$ cat config.mk
export PLATFORM = sky130hd
export DESIGN_NAME = visor_division_flat
export DESIGN_NICKNAME = d
export VERILOG_FILES = /design/src/rtl/visor_division_if.sv /design/src/rtl/visor_division.sv /design/src/flat_wrapper.sv
export SDC_FILE = /design/constraint.sdc
export NUM_CORES = 1
export LEC_CHECK = 0
export CORE_ASPECT_RATIO = 0.75
export CORE_MARGIN = 2
export CORE_UTILIZATION = 24
export DETAILED_ROUTE_END_ITERATION = 16
export PLACE_DENSITY = 0.44
export SYNTH_ARGS = -nofsm -noshare
export SYNTH_HDL_FRONTEND = slang
export SYNTH_SLANG_ARGS = --single-unit
export TNS_END_PERCENT = 1
$ cat constraint.sdc
create_clock -name clk -period 2.6 [get_ports clk]
set_input_delay 0.52 -clock clk [delete_from_list [all_inputs] [get_ports clk]]
set_output_delay 0.52 -clock clk [all_outputs]
set_load 0.05 [all_outputs]
$ cat src/rtl/visor_division_if.sv
// Bus between the divider stage and the multiplexed four-digit visor.
// master drives the divider result side; slave is the display block.
interface visor_division_if;
    logic       hecho;
    logic [3:0] resultado;
    logic [3:0] resto;
    logic [3:0] denominador;
    logic       borrar;
    logic [6:0] seg;
    logic [3:0] anodo;
    logic       valido;

    modport master (
        output hecho, resultado, resto, denominador, borrar,
        input  seg, anodo, valido
    );

    modport slave (
        input  hecho, resultado, resto, denominador, borrar,
        output seg, anodo, valido
    );
endinterface

$ cat src/rtl/visor_division.sv
// Four-digit multiplexed 7-segment visor for a 4-bit divider (quotient/remainder).
// Define DIV_CERO_EN to show "Err" when a result is captured with a zero divisor.
module visor_division #(
    parameter int unsigned SCAN_DIV = 16
) (
    input  logic             clk,
    input  logic             rst_n,
    visor_division_if.slave  bus
);

    localparam int unsigned CNT_W = (SCAN_DIV > 2) ? $clog2(SCAN_DIV) : 1;
    localparam logic [CNT_W-1:0] CNT_MAX = CNT_W'(SCAN_DIV - 1);

    localparam logic [6:0] SEG_DASH  = 7'b0111111;
    localparam logic [6:0] SEG_BLANK = 7'b1111111;
    localparam logic [6:0] SEG_E     = 7'b0000110;
    localparam logic [6:0] SEG_R     = 7'b0101111;

    logic [CNT_W-1:0] cnt_q, cnt_d;
    logic [1:0]       dig_q, dig_d;
    logic             hecho_prev_q;
    logic [3:0]       res_q, res_d;
    logic [3:0]       rem_q, rem_d;
    logic             err_q, err_d;
    logic             valido_q, valido_d;
    logic             capture;
    logic             wrap;
    logic [3:0]       digit_val;

    function automatic logic [6:0] seg7(input logic [3:0] d);
        case (d)
            4'd0:    seg7 = 7'b1000000;
            4'd1:    seg7 = 7'b1111001;
            4'd2:    seg7 = 7'b0100100;
            4'd3:    seg7 = 7'b0110000;
            4'd4:    seg7 = 7'b0011001;
            4'd5:    seg7 = 7'b0010010;
            4'd6:    seg7 = 7'b0000010;
            4'd7:    seg7 = 7'b1111000;
            4'd8:    seg7 = 7'b0000000;
            4'd9:    seg7 = 7'b0010000;
            default: seg7 = SEG_BLANK;
        endcase
    endfunction

    function automatic logic [3:0] units(input logic [3:0] v);
        units = (v >= 4'd10) ? v - 4'd10 : v;
    endfunction

    function automatic logic [3:0] tens(input logic [3:0] v);
        tens = (v >= 4'd10) ? 4'd1 : 4'd0;
    endfunction

    assign capture = bus.hecho & ~hecho_prev_q;
    assign wrap    = (cnt_q == CNT_MAX);

    always_comb begin
        cnt_d    = wrap ? '0 : cnt_q + 1'b1;
        dig_d    = wrap ? dig_q + 2'd1 : dig_q;
        valido_d = valido_q;
        res_d    = res_q;
        rem_d    = rem_q;
        err_d    = err_q;
        // Clear wins over a coincident capture and leaves the latched result alone.
        if (bus.borrar) begin
            valido_d = 1'b0;
        end else if (capture) begin
            valido_d = 1'b1;
            res_d    = bus.resultado;
            rem_d    = bus.resto;
`ifdef DIV_CERO_EN
            err_d    = (bus.denominador == 4'd0);
`else
            err_d    = 1'b0;
`endif
        end
    end

`ifndef DIV_CERO_EN
    logic unused_denominador;
    assign unused_denominador = ^bus.denominador;
`endif

    always_ff @(posedge clk or negedge rst_n) begin
        if (!rst_n) begin
            cnt_q        <= '0;
            dig_q        <= 2'd0;
            hecho_prev_q <= 1'b0;
            res_q        <= 4'd0;
            rem_q        <= 4'd0;
            err_q        <= 1'b0;
            valido_q     <= 1'b0;
        end else begin
            cnt_q        <= cnt_d;
            dig_q        <= dig_d;
            hecho_prev_q <= bus.hecho;
            res_q        <= res_d;
            rem_q        <= rem_d;
            err_q        <= err_d;
            valido_q     <= valido_d;
        end
    end

    always_comb begin
        case (dig_q)
            2'd0:    digit_val = units(rem_q);
            2'd1:    digit_val = tens(rem_q);
            2'd2:    digit_val = units(res_q);
            default: digit_val = tens(res_q);
        endcase
    end

    always_comb begin
        bus.anodo = ~(4'b0001 << dig_q);
        if (!valido_q) begin
            bus.seg = SEG_DASH;
        end else if (err_q) begin
            case (dig_q)
                2'd0:    bus.seg = SEG_BLANK;
                2'd1:    bus.seg = SEG_R;
                2'd2:    bus.seg = SEG_R;
                default: bus.seg = SEG_E;
            endcase
        end else begin
            bus.seg = seg7(digit_val);
        end
    end

    assign bus.valido = valido_q;

endmodule
$ cat src/flat_wrapper.sv
// flat-port wrapper written by rule: the top's interface ports become plain ports
module visor_division_flat 
#(
    parameter int unsigned SCAN_DIV = 16
)
  (clk, rst_n, bus_hecho, bus_resultado, bus_resto, bus_denominador, bus_borrar, bus_seg, bus_anodo, bus_valido);
  visor_division_if bus_i ();
  input  logic clk;
  input  logic rst_n;
  input wire logic [$bits(bus_i.hecho)-1:0] bus_hecho;
  input wire logic [$bits(bus_i.resultado)-1:0] bus_resultado;
  input wire logic [$bits(bus_i.resto)-1:0] bus_resto;
  input wire logic [$bits(bus_i.denominador)-1:0] bus_denominador;
  input wire logic [$bits(bus_i.borrar)-1:0] bus_borrar;
  output wire logic [$bits(bus_i.seg)-1:0] bus_seg;
  output wire logic [$bits(bus_i.anodo)-1:0] bus_anodo;
  output wire logic [$bits(bus_i.valido)-1:0] bus_valido;
  assign bus_i.hecho = bus_hecho;
  assign bus_i.resultado = bus_resultado;
  assign bus_i.resto = bus_resto;
  assign bus_i.denominador = bus_denominador;
  assign bus_i.borrar = bus_borrar;
  assign bus_seg = bus_i.seg;
  assign bus_anodo = bus_i.anodo;
  assign bus_valido = bus_i.valido;
  visor_division #(.SCAN_DIV(SCAN_DIV)) u_core (.clk(clk), .rst_n(rst_n), .bus(bus_i));
endmodule
==> implementation parameters, run 1 <==
Parameter                              Value

Timing
  Setup repair after global routing missed its margin ... yes
  Max-slew headroom at the worst pin ... 48.4%
  Final sum of negative setup slack ... -430 ps
  Slew @ Worst Pin ... 771 ps
  Max Slew Vio Count ... 0
  Hold Violations, Final ... 0
  Period minus WS final ... 2690 ps
  Setup Skew ... 0.748 ps
  Final setup vio count ... 6
  Fmax achieved ... 0.372 GHz
  Final hold slack ... 494 ps
  Post-route clock period utilization ... 103%
  Final critical-path setup slack ... -90.5 ps

Final layout
  Layout-stage area growth over the synthesis result ... 70.2%
  Diode count ... 0
  Total number of nets in the final design ... 184
  Number of inserted filler cells in the final layout ... 414
  Ratio of cells with drive above 1 in the final layout ... 44.9%
  Non-filler instance count after layout ... 211

Global route
  Total global routing track utilization ... 12.0%
  Final global-route overflow total ... 0
  Maximum number of pins on one net before global-route repair ... 17
  Met2 global-route usage ... 17.9%
  Global routing usage on met1 ... 18.1%
  Met3 track demand over resource in global routing ... 3.76%
  Number of global-route vias before repair ... 959
  GRT Max-Usage Layer ... met1
  Initial antenna violation count ... 0
  Global-route wire length before repair ... 4.55 mm

Yosys
  Net count of the mapped netlist ... 137
  Avg Synthesized Cell Area ... 9.70 um2
  Yosys synthesis warning count ... 0
  Gate count after technology mapping ... 110
  Mapped Area ... 1070 um2
  Post-synthesis compound-gate area fraction ... 24.9%
  Largest family of logic cells by synthesized area ... compound AO/OA/AOI/OAI gates
  Most used flip-flop cell after synthesis ... sky130_fd_sc_hd__dfrtp_1
  Share of synthesized cell area in and, or, nand and nor gates ... 11.3%
  Number of enable-type register cells in the synthesized netlist ... 0
  Adder-Cell Fraction of Synth Area ... 12.9%
  Portion of netlist area occupied by mux cells ... 5.28%
  Sequential area share after synthesis ... 37.5%
  Share of flip-flops with an asynchronous set or reset after synthesis ... 100%
  Count of different cell masters after synthesis ... 37
  Xor and xnor fraction of the mapped netlist area ... 2.46%
  Number of flip-flops and latches in the synthesized netlist ... 16

Routing
  Vias per cell ... 4.56
  DRC viols ... 0
  Routed wirelength normalized by instance count ... 12.7 um
  Pre-antenna DRT Iters ... 4
  DRT antenna net count ... 0
  Post-detailed-routing wire length ... 2.67 mm
  Routed vias ... 962
  DRC marker count from the first detailed-route iteration ... 43

Critical path
  Logic depth of the worst register-to-register path ... 3
  Start point of the critical path ... u_core.dig_q[1]$_DFFE_PN0N_
  Reg2Reg Setup Slack ... 1090 ps
  Kind of start point of the critical path ... register
  Crit path max fanout ... 5
  Kind of end point of the critical path ... primary output
  Launching point of the worst reg2reg path ... u_core.hecho_prev_q$_DFF_PN0_
  Category of the critical setup timing path ... reg -> out
  Crit path capture ... bus_seg[0]
  Critical Path RT ... 2080 ps
  Endpoint of the worst register-to-register path ... u_core.res_q[0]$_DFFE_PN0P_
  Signal arrival time at the worst endpoint ... 2170 ps

Clocking
  Worst-path clk slew ... 60 ps
  CTS H-tree lvls ... 1
  TritonCTS clock tree ... built
  Total CTS buffers ... 3
  Sinks on Clock Net ... 16
  Maximum count of clock buffers along a single path ... 2
  Hold Buf Count CTS ... 0
  Clock tree root buffer cell ... sky130_fd_sc_hd__clkbuf_8
  Clock latency on the worst-skew pair ... 250 ps

Run status
  Violated checks ... setup timing
  Status ... finished with violations

Pwr
  Worst VDD drop ... 0.226 mV
  Power Density ... 422 nW/um2
  Pleak ... 0.738 nW

Floorplan
  Overall die width ... 81 um
  Die outline area ... 5000 um2
  Die Span Y ... 61.8 um
  Number of I/O pins ... 28
  Core footprint ... 4150 um2
  Starting density of the core ... 25.7%
  Core Rows ... 20

Worst hold path
  Worst min-delay path category ... reg -> reg

Placement
  Number of port buffers ... 23
  HPWL after DPL ... 2.03 mm
  Cells after DPL ... 198
  RePlAce Congestion ... 0.829
  Worst slack at placement ... 11.5 ps

Run
  Count of max-cap constraint violations ... 0
[critical path, cell delays in order (launching register included)]
cell and delay [ps]:
sky130_fd_sc_hd__dfrtp_2 440, sky130_fd_sc_hd__buf_6 130, sky130_fd_sc_hd__ha_4 170, sky130_fd_sc_hd__buf_4 130, sky130_fd_sc_hd__a32oi_2 190, sky130_fd_sc_hd__nor2_2 60
sky130_fd_sc_hd__or2_1 250, sky130_fd_sc_hd__buf_4 160, sky130_fd_sc_hd__o2111ai_4 180, sky130_fd_sc_hd__buf_6 190
[synthesized netlist by cell type, types with 3 or more instances]
library cell | n | area share (%)
sky130_fd_sc_hd__a21oi_1 | 3 | 1.4
sky130_fd_sc_hd__dfrtp_1 | 16 | 38
sky130_fd_sc_hd__ha_1 | 11 | 13
sky130_fd_sc_hd__inv_1 | 13 | 4.6
sky130_fd_sc_hd__mux2_2 | 5 | 5.3
sky130_fd_sc_hd__nand2_1 | 8 | 2.8
sky130_fd_sc_hd__nor2_1 | 4 | 1.4
sky130_fd_sc_hd__o21ai_0 | 9 | 4.2
sky130_fd_sc_hd__o21ai_1 | 3 | 1.4
[timing repair]
item                                   4_1_cts  5_1_grt
resized for setup                           30        4
setup endpoints to repair                    7        7
pin swaps                                   15        5
endpoints found under the hold margin        0        0
buffers inserted                             8        2
[metal layers]
layer | wire length, um | part of all wire (%) | vias to the layer above
li1 | - | - | 491
met1 | 1450 | 54 | 452
met2 | 1100 | 41 | 19
met3 | 122 | 4.6 | 0
met4 | 0 | 0 | 0
met5 | 0 | 0 | -
[through the flow]
step	power, W	util (%)	cell area [um2]
final	0.000767	43.7	1820
after global routing	0.000817	43.7	1820
after CTS	0.000765	43.0	1790
after global placement	0.000521	37.0	1540
after floorplan	0.000431	-	1130
after detailed placement	0.000520	37.0	1540
[where the power goes]
part	switching (W)	internal, W	leakage [nW]	total [W]
Clock	0.0000860	0.000134	0.0288	0.000220
Sequential	0.0000241	0.000274	0.189	0.000298
Combinational	0.000132	0.000118	0.521	0.000249
Total	0.000242	0.000526	0.738	0.000767
[kinds of logic after synthesis]
family,count (synthesis)
simple gates,24
xor+xnor,3
fa+ha+maj,11
buf+inv,16
mux,5
flops,16
compound gates,35
[final cells by class]
class,instances,area (um2),area share (%)
multi-input combinational,78,792,43.6
sequential,16,404,22.2
tap,55,68.8,3.79
clock buffer,4,55.1,3.03
timing repair buffer,44,438,24.1
inverter,14,58.8,3.24
[flip-flops by register name, summed over array words and instances (netlist names)]
signal	cells
u_core.dig_q	2
u_core.rem_q	4
u_core.hecho_prev_q	1
u_core.bus.valido	1
u_core.cnt_q	4
u_core.res_q	4
[cell usage in the layout (no fill, tap or decap), types with 3 or more instances in the layout]
| master | instances |
|---|---|
| sky130_fd_sc_hd__clkdlybuf4s50_1 | 16 |
| sky130_fd_sc_hd__buf_4 | 17 |
| sky130_fd_sc_hd__ha_4 | 5 |
| sky130_fd_sc_hd__dfrtp_2 | 3 |
| sky130_fd_sc_hd__inv_1 | 10 |
| sky130_fd_sc_hd__ha_1 | 4 |
| sky130_fd_sc_hd__buf_12 | 3 |
| sky130_fd_sc_hd__dfrtp_1 | 13 |
| sky130_fd_sc_hd__mux2_2 | 5 |
| sky130_fd_sc_hd__buf_6 | 8 |
| sky130_fd_sc_hd__o21ai_2 | 4 |
| sky130_fd_sc_hd__nor2_1 | 3 |
| sky130_fd_sc_hd__a21oi_1 | 3 |
| sky130_fd_sc_hd__clkbuf_8 | 4 |
| sky130_fd_sc_hd__o21ai_0 | 8 |
| sky130_fd_sc_hd__nand2_1 | 7 |
[worst min path at each step]
| stage | start | to | slack (ps) | cells past startpoint |
|---|---|---|---|---|
| 2_1_floorplan | rst_n | u_core.bus.valido$_DFFE_PN0P_ | 220 | 0 |
| 3_3_place_gp | u_core.cnt_q[0]$_DFF_PN0_ | u_core.cnt_q[0]$_DFF_PN0_ | 470 | 1 |
| 3_5_place_dp | u_core.cnt_q[0]$_DFF_PN0_ | u_core.cnt_q[0]$_DFF_PN0_ | 480 | 1 |
| 4_1_cts | u_core.cnt_q[0]$_DFF_PN0_ | u_core.cnt_q[0]$_DFF_PN0_ | 490 | 1 |
| 5_1_grt | u_core.cnt_q[0]$_DFF_PN0_ | u_core.cnt_q[0]$_DFF_PN0_ | 520 | 1 |
| 6_report | u_core.cnt_q[0]$_DFF_PN0_ | u_core.cnt_q[0]$_DFF_PN0_ | 490 | 1 |
Power figures use the tool's default switching activity.
==> inputs of run 2 (changes only) <==
--- a/config.mk
+++ b/config.mk
@@ -9,7 +9,7 @@
 export CORE_MARGIN = 2
 export CORE_UTILIZATION = 24
 export DETAILED_ROUTE_END_ITERATION = 16
-export PLACE_DENSITY = 0.44
+export PLACE_DENSITY = 0.49
 export SYNTH_ARGS = -nofsm -noshare
 export SYNTH_HDL_FRONTEND = slang
 export SYNTH_SLANG_ARGS = --single-unit
==> run 2 against run 1 <==
Against the previous run:
- the flow still finishes with violations (setup timing)
- combinational power is 6% higher
- global-route usage is 0.87 points lower
- power is 0.26% higher
- non-clock buffer count is 1 lower
- critical path depth stayed put
- sequential share of layout area is 0.67 points higher
- final cell count is 0.47% lower
- critical path type unchanged
- largest power group unchanged
- critical endpoint is now bus_seg[5]
- core utilization is 1.4 points lower
- clock-buffer cell count stayed put
- cell area is 3.2% lower
==> implementation parameters, run 2 (synthesis gave the netlist of run 1 again) <==
Parameter                              Value

Timing
  Max Slew Vio Count ... 0
  Hold Violations, Final ... 0
  Max-slew headroom at the worst pin ... 51.9%
  Setup repair after global routing missed its margin ... yes
  Slew @ Worst Pin ... 719 ps
  Fmax achieved ... 0.369 GHz
  Setup Skew ... 2.82 ps
  Post-route clock period utilization ... 104%
  Period minus WS final ... 2710 ps
  Final setup vio count ... 6
  Final hold slack ... 494 ps
  Final critical-path setup slack ... -110 ps

Critical path
  Worst stage delay on the critical path ... 440 ps
  Reg2Reg Setup Slack ... 1320 ps
  Logic depth of the worst register-to-register path ... 3
  Signal arrival time at the worst endpoint ... 2190 ps
  Category of the critical setup timing path ... reg -> out
  Kind of start point of the critical path ... register
  Kind of end point of the critical path ... primary output
  Endpoint of the worst register-to-register path ... u_core.dig_q[1]$_DFFE_PN0N_
  Cell-by-cell trace of the critical path ... buf_4 > ha_4 > a221oi_2 > a22oi_2 > ha_4 > nor4_2 > buf_4 > o21ai_2 > buf_6
  Launching point of the worst reg2reg path ... u_core.cnt_q[0]$_DFF_PN0_
  Crit path max fanout ... 5
  Critical Path RT ... 2080 ps
  Master of the slowest instance on the critical path ... sky130_fd_sc_hd__dfrtp_2

Final layout
  Commonest cells after routing, fill and taps aside ... 16 x sky130_fd_sc_hd__clkdlybuf4s50_1, 16 x sky130_fd_sc_hd__buf_4, 14 x sky130_fd_sc_hd__dfrtp_1, 9 x sky130_fd_sc_hd__inv_1
  Largest registers ... u_core.cnt_q x4, u_core.rem_q x4, u_core.res_q x4
  Layout-stage area growth over the synthesis result ... 64.7%
  Total number of nets in the final design ... 183
  Diode count ... 0
  Ratio of cells with drive above 1 in the final layout ... 41.9%

Pwr
  Worst VDD drop ... 0.243 mV
  Pleak ... 0.710 nW
  Power Density ... 438 nW/um2

Clocking
  Total CTS buffers ... 3
  Sinks on Clock Net ... 16
  CTS H-tree lvls ... 1
  TritonCTS clock tree ... built
  Clock tree root buffer cell ... sky130_fd_sc_hd__clkbuf_8
  Maximum count of clock buffers along a single path ... 2
  Worst-path clk slew ... 60 ps
  Clock latency on the worst-skew pair ... 240 ps

Run status
  Violated checks ... setup timing
  Status ... finished with violations

Global route
  Global-route wire length before repair ... 4.28 mm
  Total global routing track utilization ... 11.1%
  Maximum number of pins on one net before global-route repair ... 17
  Initial antenna violation count ... 0
  Number of global-route vias before repair ... 931
  Final global-route overflow total ... 0

Floorplan
  Number of I/O pins ... 28
  Core Rows ... 20
  Starting density of the core ... 25.7%
  Core footprint ... 4150 um2
  Overall die width ... 81 um
  Die Span Y ... 61.8 um
  Die outline area ... 5000 um2

Routing
  DRC viols ... 0
  DRC marker count from the first detailed-route iteration ... 32
  Routed vias ... 942
  Routed wirelength normalized by instance count ... 12.1 um
  Pre-antenna DRT Iters ... 4
  DRT antenna net count ... 0
  Post-detailed-routing wire length ... 2.54 mm
  Vias per cell ... 4.49

Worst hold path
  Worst Min Path Start ... u_core.cnt_q[0]$_DFF_PN0_
  Worst min-delay path category ... reg -> reg
  Worst hold path stage count ... 1
  End point of the worst hold path ... u_core.cnt_q[0]$_DFF_PN0_

Placement
  HPWL after DPL ... 1.89 mm
  Worst slack at placement ... -31.9 ps
  Number of port buffers ... 23
  RePlAce Congestion ... 0.742

Run
  Count of max-cap constraint violations ... 0
run 2: cell type report:
class                   count  area, um2
well taps                  55       68.8
multi-input cells          78        744
flip-flops and latches     16        403
fillers                   418       2400
clock buffers               4       55.1
repair buffers             43        430
inverters                  14       56.3
run 2: repair_timing:
action	4_1_cts	5_1_grt
hold buffers	0	0
endpoints found under the hold margin	0	0
pin swaps	3	8
gates resized for setup	11	15
endpoints found under the setup margin	7	7
buffers inserted	7	2
run 2: metrics by stage:
step	setup TNS (ps)	instances	total power, W	instance area [um2]	utilization [%]
floorplan	-50.6	110	0.000431	1130	-
global placement	0	197	0.000516	1530	36.8
detailed placement	-31.9	197	0.000519	1530	36.8
CTS	-473	208	0.000760	1680	40.4
global route	-1390	210	0.000816	1760	42.3
finish	-565	210	0.000769	1760	42.3
run 2: routing by layer:
layer | track usage [%] | routed length (um) | vias up | part of all wire [%]
li1 | - | - | 478 | -
met1 | 14.9 | 1230 | 449 | 48
met2 | 19.1 | 1230 | 11 | 49
met3 | 1.30 | 52 | 4 | 2.0
met4 | 3.63 | 25 | 0 | 0.98
met5 | 0 | 0 | - | 0
run 2: worst max-delay path by stage:
stage / from / end / slack [ps] / depth (start not counted)
2_1_floorplan: u_core.dig_q[0]$_DFFE_PN0N_ / bus_seg[6] / -30 / 7
3_3_place_gp: u_core.dig_q[0]$_DFFE_PN0N_ / bus_seg[0] / 30 / 9
6_report: u_core.dig_q[1]$_DFFE_PN0N_ / bus_seg[5] / -110 / 9
5_1_grt: u_core.dig_q[0]$_DFFE_PN0N_ / bus_seg[2] / -230 / 8
4_1_cts: u_core.dig_q[0]$_DFFE_PN0N_ / bus_seg[3] / -100 / 9
3_5_place_dp: u_core.dig_q[0]$_DFFE_PN0N_ / bus_seg[0] / -30 / 9
run 2: critical path, delay by kind of cell (launching register included):
kind / cells / cell delay [ps]
AO/OA/AOI/OAI: 3 / 420
adder cells (fa/ha/maj): 2 / 370
buffers and inverters: 3 / 480
flip-flops: 1 / 440
AND/OR/NAND/NOR: 1 / 240
run 2: report_power, final:
group          internal, W  switching, W  leakage [nW]
Combinational     0.000126      0.000137         0.492
Sequential        0.000273     0.0000207         0.190
Clock             0.000134     0.0000786        0.0288
